==> src/rtl/mhq_ctrl.sv <==
`default_nettype none
// ============================================================================
// Module      : mhq_ctrl
// Description : Miss-handling queue. CAM-merges missed loads/stores per line,
//               fetches lines in FIFO order and emits merged fills.
//               Option macro: MHQ_FILL_MERGE_EN (merge stores into the fill
//               of the head entry during its done cycle).
// Revision    : 1.0 - initial release
// ============================================================================
module mhq_ctrl #(
    parameter int MHQ_DEPTH  = 4,
    parameter int ADDR_WIDTH = 32,
    parameter int DATA_WIDTH = 32,
    parameter int LINE_SIZE  = 32
) (
    input  logic                          clk,
    input  logic                          n_rst,
    input  logic                          i_enq_en,
    input  logic                          i_enq_we,
    input  logic [ADDR_WIDTH-1:0]         i_enq_addr,
    input  logic [DATA_WIDTH-1:0]         i_enq_data,
    input  logic [DATA_WIDTH/8-1:0]       i_enq_byte_sel,
    output logic                          o_enq_ack,
    output logic                          o_full,
    output logic                          o_ccu_req_valid,
    input  logic                          i_ccu_req_ready,
    output logic [ADDR_WIDTH-1:0]         o_ccu_req_addr,
    input  logic                          i_ccu_done,
    input  logic [8*LINE_SIZE-1:0]        i_ccu_data,
    output logic                          o_fill_en,
    output logic [$clog2(MHQ_DEPTH)-1:0]  o_fill_tag,
    output logic                          o_fill_dirty,
    output logic [ADDR_WIDTH-1:0]         o_fill_addr,
    output logic [8*LINE_SIZE-1:0]        o_fill_data
);

    localparam int OFS_W  = $clog2(LINE_SIZE);
    localparam int TAG_W  = $clog2(MHQ_DEPTH);
    localparam int LINE_W = 8 * LINE_SIZE;
    localparam int LA_W   = ADDR_WIDTH - OFS_W;

    typedef enum logic [1:0] {
        ST_IDLE = 2'd0,
        ST_REQ  = 2'd1,
        ST_WAIT = 2'd2
    } state_t;

    state_t                 r_state, w_state_nxt;
    logic [MHQ_DEPTH-1:0]   r_valid, w_valid_nxt;
    logic [MHQ_DEPTH-1:0]   r_dirty;
    logic [LA_W-1:0]        r_laddr [MHQ_DEPTH];
    logic [LINE_W-1:0]      r_data  [MHQ_DEPTH];
    logic [LINE_SIZE-1:0]   r_upd   [MHQ_DEPTH];
    logic [TAG_W-1:0]       r_head, r_tail;

    logic                   r_full, r_req_valid, r_fill_en, r_fill_dirty;
    logic [ADDR_WIDTH-1:0]  r_req_addr, r_fill_addr;
    logic [TAG_W-1:0]       r_fill_tag;
    logic [LINE_W-1:0]      r_fill_data;

    logic [LA_W-1:0]        w_enq_laddr;
    logic [OFS_W-1:0]       w_enq_ofs;
    logic [LINE_SIZE-1:0]   w_st_mask;
    logic [LINE_W-1:0]      w_st_line, w_st_bits, w_upd_bits, w_fill_line, w_fill_data;
    logic                   w_hit, w_hit_ok, w_pop, w_hit_head_pop, w_full_now;
    logic                   w_alloc, w_merge, w_fill_st;
    logic [TAG_W-1:0]       w_hit_idx;

    function automatic logic [LINE_W-1:0] f_expand(input logic [LINE_SIZE-1:0] m);
        logic [LINE_W-1:0] v;
        for (int b = 0; b < LINE_SIZE; b++) v[b*8 +: 8] = {8{m[b]}};
        return v;
    endfunction

    // Store bytes placed at their line offset; anything past the line end shifts out.
    assign w_enq_laddr = i_enq_addr[ADDR_WIDTH-1:OFS_W];
    assign w_enq_ofs   = i_enq_addr[OFS_W-1:0];
    assign w_st_mask   = LINE_SIZE'(i_enq_byte_sel) << w_enq_ofs;
    assign w_st_line   = LINE_W'(i_enq_data) << {w_enq_ofs, 3'b000};
    assign w_st_bits   = f_expand(w_st_mask);

    always_comb begin
        w_hit     = 1'b0;
        w_hit_idx = '0;
        for (int i = 0; i < MHQ_DEPTH; i++) begin
            if (r_valid[i] && (r_laddr[i] == w_enq_laddr)) begin
                w_hit     = 1'b1;
                w_hit_idx = TAG_W'(i);
            end
        end
    end

    assign w_pop          = (r_state == ST_WAIT) && i_ccu_done;
    assign w_hit_head_pop = w_pop && w_hit && (w_hit_idx == r_head);
    assign w_full_now     = &r_valid;

`ifdef MHQ_FILL_MERGE_EN
    assign w_hit_ok  = w_hit;
    assign w_fill_st = i_enq_en && i_enq_we && w_hit_head_pop;
`else
    assign w_hit_ok  = w_hit && !w_hit_head_pop;
    assign w_fill_st = 1'b0;
`endif

    assign o_enq_ack = i_enq_en && (w_hit ? w_hit_ok : !w_full_now);
    assign w_alloc   = i_enq_en && !w_hit && !w_full_now;
    assign w_merge   = i_enq_en && i_enq_we && w_hit && !w_hit_head_pop;

    always_comb begin
        w_valid_nxt = r_valid;
        if (w_alloc) w_valid_nxt[r_tail] = 1'b1;
        if (w_pop)   w_valid_nxt[r_head] = 1'b0;
    end

    // Fill byte priority: same-cycle store, then previously merged byte, then CCU.
    assign w_upd_bits  = f_expand(r_upd[r_head]);
    assign w_fill_line = (i_ccu_data & ~w_upd_bits) | (r_data[r_head] & w_upd_bits);
    assign w_fill_data = w_fill_st ? ((w_fill_line & ~w_st_bits) | (w_st_line & w_st_bits))
                                   : w_fill_line;

    always_comb begin
        w_state_nxt = r_state;
        case (r_state)
            ST_IDLE: if (r_valid[r_head])  w_state_nxt = ST_REQ;
            ST_REQ:  if (i_ccu_req_ready)  w_state_nxt = ST_WAIT;
            ST_WAIT: if (i_ccu_done)       w_state_nxt = ST_IDLE;
            default:                       w_state_nxt = ST_IDLE;
        endcase
    end

    always_ff @(posedge clk or negedge n_rst) begin
        if (!n_rst) begin
            r_state      <= ST_IDLE;
            r_valid      <= '0;
            r_head       <= '0;
            r_tail       <= '0;
            r_full       <= 1'b0;
            r_req_valid  <= 1'b0;
            r_req_addr   <= '0;
            r_fill_en    <= 1'b0;
            r_fill_tag   <= '0;
            r_fill_dirty <= 1'b0;
            r_fill_addr  <= '0;
            r_fill_data  <= '0;
        end else begin
            r_state   <= w_state_nxt;
            r_valid   <= w_valid_nxt;
            r_full    <= &w_valid_nxt;
            r_fill_en <= w_pop;
            if (w_alloc) r_tail <= r_tail + TAG_W'(1);
            if (w_pop)   r_head <= r_head + TAG_W'(1);
            if ((r_state == ST_IDLE) && r_valid[r_head]) begin
                r_req_valid <= 1'b1;
                r_req_addr  <= {r_laddr[r_head], {OFS_W{1'b0}}};
            end else if ((r_state == ST_REQ) && i_ccu_req_ready) begin
                r_req_valid <= 1'b0;
            end
            if (w_pop) begin
                r_fill_tag   <= r_head;
                r_fill_dirty <= r_dirty[r_head] | w_fill_st;
                r_fill_addr  <= {r_laddr[r_head], {OFS_W{1'b0}}};
                r_fill_data  <= w_fill_data;
            end
        end
    end

    // Entry payload is qualified by r_valid, so it carries no reset.
    always_ff @(posedge clk) begin
        if (w_alloc) begin
            r_laddr[r_tail] <= w_enq_laddr;
            r_data[r_tail]  <= w_st_line;
            r_upd[r_tail]   <= i_enq_we ? w_st_mask : '0;
            r_dirty[r_tail] <= i_enq_we;
        end
        if (w_merge) begin
            r_data[w_hit_idx]  <= (r_data[w_hit_idx] & ~w_st_bits) | (w_st_line & w_st_bits);
            r_upd[w_hit_idx]   <= r_upd[w_hit_idx] | w_st_mask;
            r_dirty[w_hit_idx] <= 1'b1;
        end
    end

    assign o_full          = r_full;
    assign o_ccu_req_valid = r_req_valid;
    assign o_ccu_req_addr  = r_req_addr;
    assign o_fill_en       = r_fill_en;
    assign o_fill_tag      = r_fill_tag;
    assign o_fill_dirty    = r_fill_dirty;
    assign o_fill_addr     = r_fill_addr;
    assign o_fill_data     = r_fill_data;

endmodule
`default_nettype wire
==> config.mk <==
export PLATFORM = sky130hd
export DESIGN_NAME = mhq_ctrl
export DESIGN_NICKNAME = d
export VERILOG_FILES = /design/src/rtl/mhq_ctrl.sv
export SDC_FILE = /design/constraint.sdc
export NUM_CORES = 2
export LEC_CHECK = 0
export CAP_MARGIN = 20
export CELL_PAD_IN_SITES_DETAIL_PLACEMENT = 1
export CELL_PAD_IN_SITES_GLOBAL_PLACEMENT = 1
export CORE_ASPECT_RATIO = 0.75
export CORE_UTILIZATION = 44
export CTS_CLUSTER_SIZE = 40
export DETAILED_ROUTE_END_ITERATION = 12
export PLACE_DENSITY = 0.86
export SKIP_CTS_REPAIR_TIMING = 1
export SKIP_LAST_GASP = 1
export SLEW_MARGIN = 20
export SYNTH_ARGS = -nofsm -noshare
export SYNTH_HDL_FRONTEND = slang
export SYNTH_SLANG_ARGS = --single-unit
==> constraint.sdc <==
create_clock -name clk -period 24.2 [get_ports clk]
set_clock_uncertainty 0.05 [all_clocks]
set_input_delay 4.84 -clock clk [delete_from_list [all_inputs] [get_ports clk]]
set_output_delay 4.84 -clock clk [all_outputs]
set_load 0.03 [all_outputs]
==> results.cfg <==
[pwr]
finalPower_mw = 10.6
pwr-share-seq_pct = 38.8
switchingPower_mw = 3.97
irDropWorstVdd_mv = 0.113
sw_frac_of_total_pct = 37.5
power_density_nw_per_um2 = 117
clockPowerShare_pct = 24.5
power.leakage_nw = 30.8
intPower_mw = 6.61
combPwrFrac_pct = 36.8

[cts]
insertion_delay_ns = 0.86
htree_num_levels = 4
cts.path.max_buffers = 3
root_buffer = clkbuf_16
clk_pin_slew_ns = 0.06
cts_sinks = 1590
numCtsBuffers = 161
cts_tree = yes

[detailed_routing]
first_iter_violations = 9109
wl_per_cell_um = 35.7
first_pass_iters = 8
num_vias = 60900
route.detailed.drc = 0
routed_wl_mm = 307
drtAntennaViolNets = 0
vias_per_cell = 7.09

[yosys]
ys_warn_count = 0
ys_types = 84
yosysSeqAreaShare_pct = 60.0
synthTopCellsByArea = edfxtp_1 (49%), dfrtp_1 (11%), mux4_2 (9.6%)
synth_area_um2 = 76800
syn_inst = 5811
ys.flop_type = edfxtp_1
synth_area_per_cell_um2 = 13.2
yosysTopAreaCell = edfxtp_1
synth_edf_count = 1260
yosysTopAreaCellShare_pct = 49.2
synthArstFlopShare_pct = 20.5
synth-seq-cells = 1590

[sta]
timing.hold.ws_ns = 0.430
tightest_slew_ns = 1.23
min_period_ns = 14.14
min_period_over_period_pct = 58.4
max-slew-margin-rel_pct = 15.5
finalSetupTns_ns = 0
hold_viol = 0
timing.fmax_mhz = 70.7
rsz0062_at_grt = false
slew_viol_final = 0
setup_violations = 0

[global_routing]
antenna_found_initial = 25
grt_max_degree = 255
grt_pass1_vias = 61300
track_usage_pct = 33.8
overflow = 0
grt_pass1_wl_mm = 438

[finish]
final_common_cell = edfxtp_1
area.growth.synth_to_final_pct = 17.7
postLayoutCoreUtil_pct = 52.2
fin_nets = 6507
stdcell_count = 8594
mostFrequentLayoutCells = edfxtp_1 (1260), nand2_1 (641), clkdlybuf4s50_1 (641), o21ai_0 (596), mux2i_1 (327)
drive_above_1_share_pct = 12.8
fillers = 17100

[placement]
hpwl_mm = 192
io_buffers = 646
dp_cells = 8281
place.gp.congestion = 0.965

[floorplan]
ios = 657
core_um2 = 173000
dieArea_um2 = 176000
die_w_um = 485
die_h_um = 364
start_util_pct = 44.4
num_rows = 132

[status]
outcome = complete, no violations

[setup_path]
crit_type = primary input to output port
path_max_fanout = 71
ff2ff_path_depth = 12
critical_path_arrival_ns = 9.25
cp.required_ns = 19.31
startpoint_type = primary input
end_kind = output port

[hold_path]
min_path_cells = 2
min_path_type = register to register

[job]
maxCapViolations = 0
## stage by stage
| step | area (µm²) | setup WS [ns] |
|---|---|---|
| after floorplan | 76900 | -4.24 |
| after global placement | 85100 | 10.01 |
| after detailed placement | 85100 | 10.14 |
| after CTS | 90300 | 10.14 |
| after global routing | 90400 | 9.95 |
| final | 90400 | 10.06 |
## Yosys cell counts, types with 14 or more instances
| library cell | instances |
|---|---|
| a22oi_1 | 21 |
| o22ai_2 | 18 |
| dfrtp_1 | 326 |
| o32ai_1 | 214 |
| a21oi_1 | 219 |
| and3_1 | 80 |
| nand2_1 | 642 |
| o2bb2ai_1 | 25 |
| o21ai_0 | 603 |
| nand4_1 | 45 |
| a22o_1 | 54 |
| buf_4 | 14 |
| a211oi_1 | 62 |
| nand3_1 | 233 |
| buf_1 | 46 |
| nor2_1 | 39 |
| mux2_2 | 35 |
| edfxtp_1 | 1260 |
| buf_2 | 42 |
| mux2_4 | 16 |
| xnor2_1 | 83 |
| o22ai_1 | 169 |
| and2_1 | 33 |
| mux2i_1 | 336 |
| mux4_2 | 326 |
| xor2_1 | 24 |
| clkbuf_1 | 440 |
| o31ai_1 | 17 |
| a31oi_1 | 209 |
## flip-flops by register name (all words and copies together), names as in the netlist
register         count
o_fill_dirty         1
r_laddr            108
o_full               1
o_fill_tag           2
o_fill_data        256
o_fill_en            1
r_upd              128
r_head               2
r_state              2
r_valid              4
r_data            1024
o_fill_addr         27
r_tail               2
r_dirty              4
o_ccu_req_addr      27
o_ccu_req_valid      1
## kinds of logic after synthesis
group / after synthesis / share of synthesized area [%]
fa+ha+maj: 8 / 0.130
other cells: 1 / 0.00488
simple gates: 1141 / 6.88
compound gates: 1680 / 13.9
mux: 713 / 14.8
xor+xnor: 111 / 1.30
flops: 1590 / 60.0
buf+inv: 567 / 3.02
## power by group through the flow
| stage | registers, mW | clock network, mW | logic, mW |
|---|---|---|---|
| floorplan | 4.75 | 0 | 1.85 |
| global placement | 4.05 | 0 | 3.77 |
| detailed placement | 4.12 | 0 | 3.83 |
| CTS | 4.08 | 2.59 | 3.87 |
| global route | 4.14 | 2.68 | 4.03 |
| finish | 4.10 | 2.59 | 3.89 |
## layout make-up
class / count / area, µm² / area share, %
sequential: 1590 / 46100 / 51.0
multi-input combinational: 3663 / 28800 / 31.9
timing repair buffer: 740 / 7310 / 8.08
clock buffer: 208 / 4270 / 4.72
tap: 2278 / 2850 / 3.15
clock inverter: 90 / 1000 / 1.11
inverter: 13 / 48.8 / 0.0540
antenna: 12 / 30.0 / 0.0332
## critical path, cell delays in order
cell and delay, ns:
clkdlybuf4s50_1 0.73, xnor2_1 0.44, nand4_1 0.15, or4_4 0.92
nor2_4 0.20, buf_4 0.78, o21ai_0 0.19, nand2_1 0.13
a31oi_1 0.18, clkdlybuf4s50_1 0.67
## worst paths after layout
| kind | start | to | slack (ns) |
|---|---|---|---|
| worst min register to register | o_fill_data[84] | o_fill_data[84] | 0.43 |
| worst max-delay path | i_enq_addr[30] | o_enq_ack | 10.06 |
| max in group asynchronous | n_rst | o_fill_data[174] | 17.79 |
| worst max register to register | r_laddr[3][15] | r_data[2][179] | 16.10 |
| min in group asynchronous | n_rst | o_fill_data[76] | 4.01 |
| worst min-delay path | o_fill_data[84] | o_fill_data[84] | 0.43 |
## per-layer routing
layer | global-route usage, % | up-vias | wire length [µm]
li1 | - | 23800 | -
met1 | 42.2 | 30800 | 107000
met2 | 51.0 | 5229 | 137000
met3 | 12.0 | 1037 | 42500
met4 | 19.2 | 42 | 19800
met5 | 0.564 | - | 392
Power figures use the tool's default switching activity.
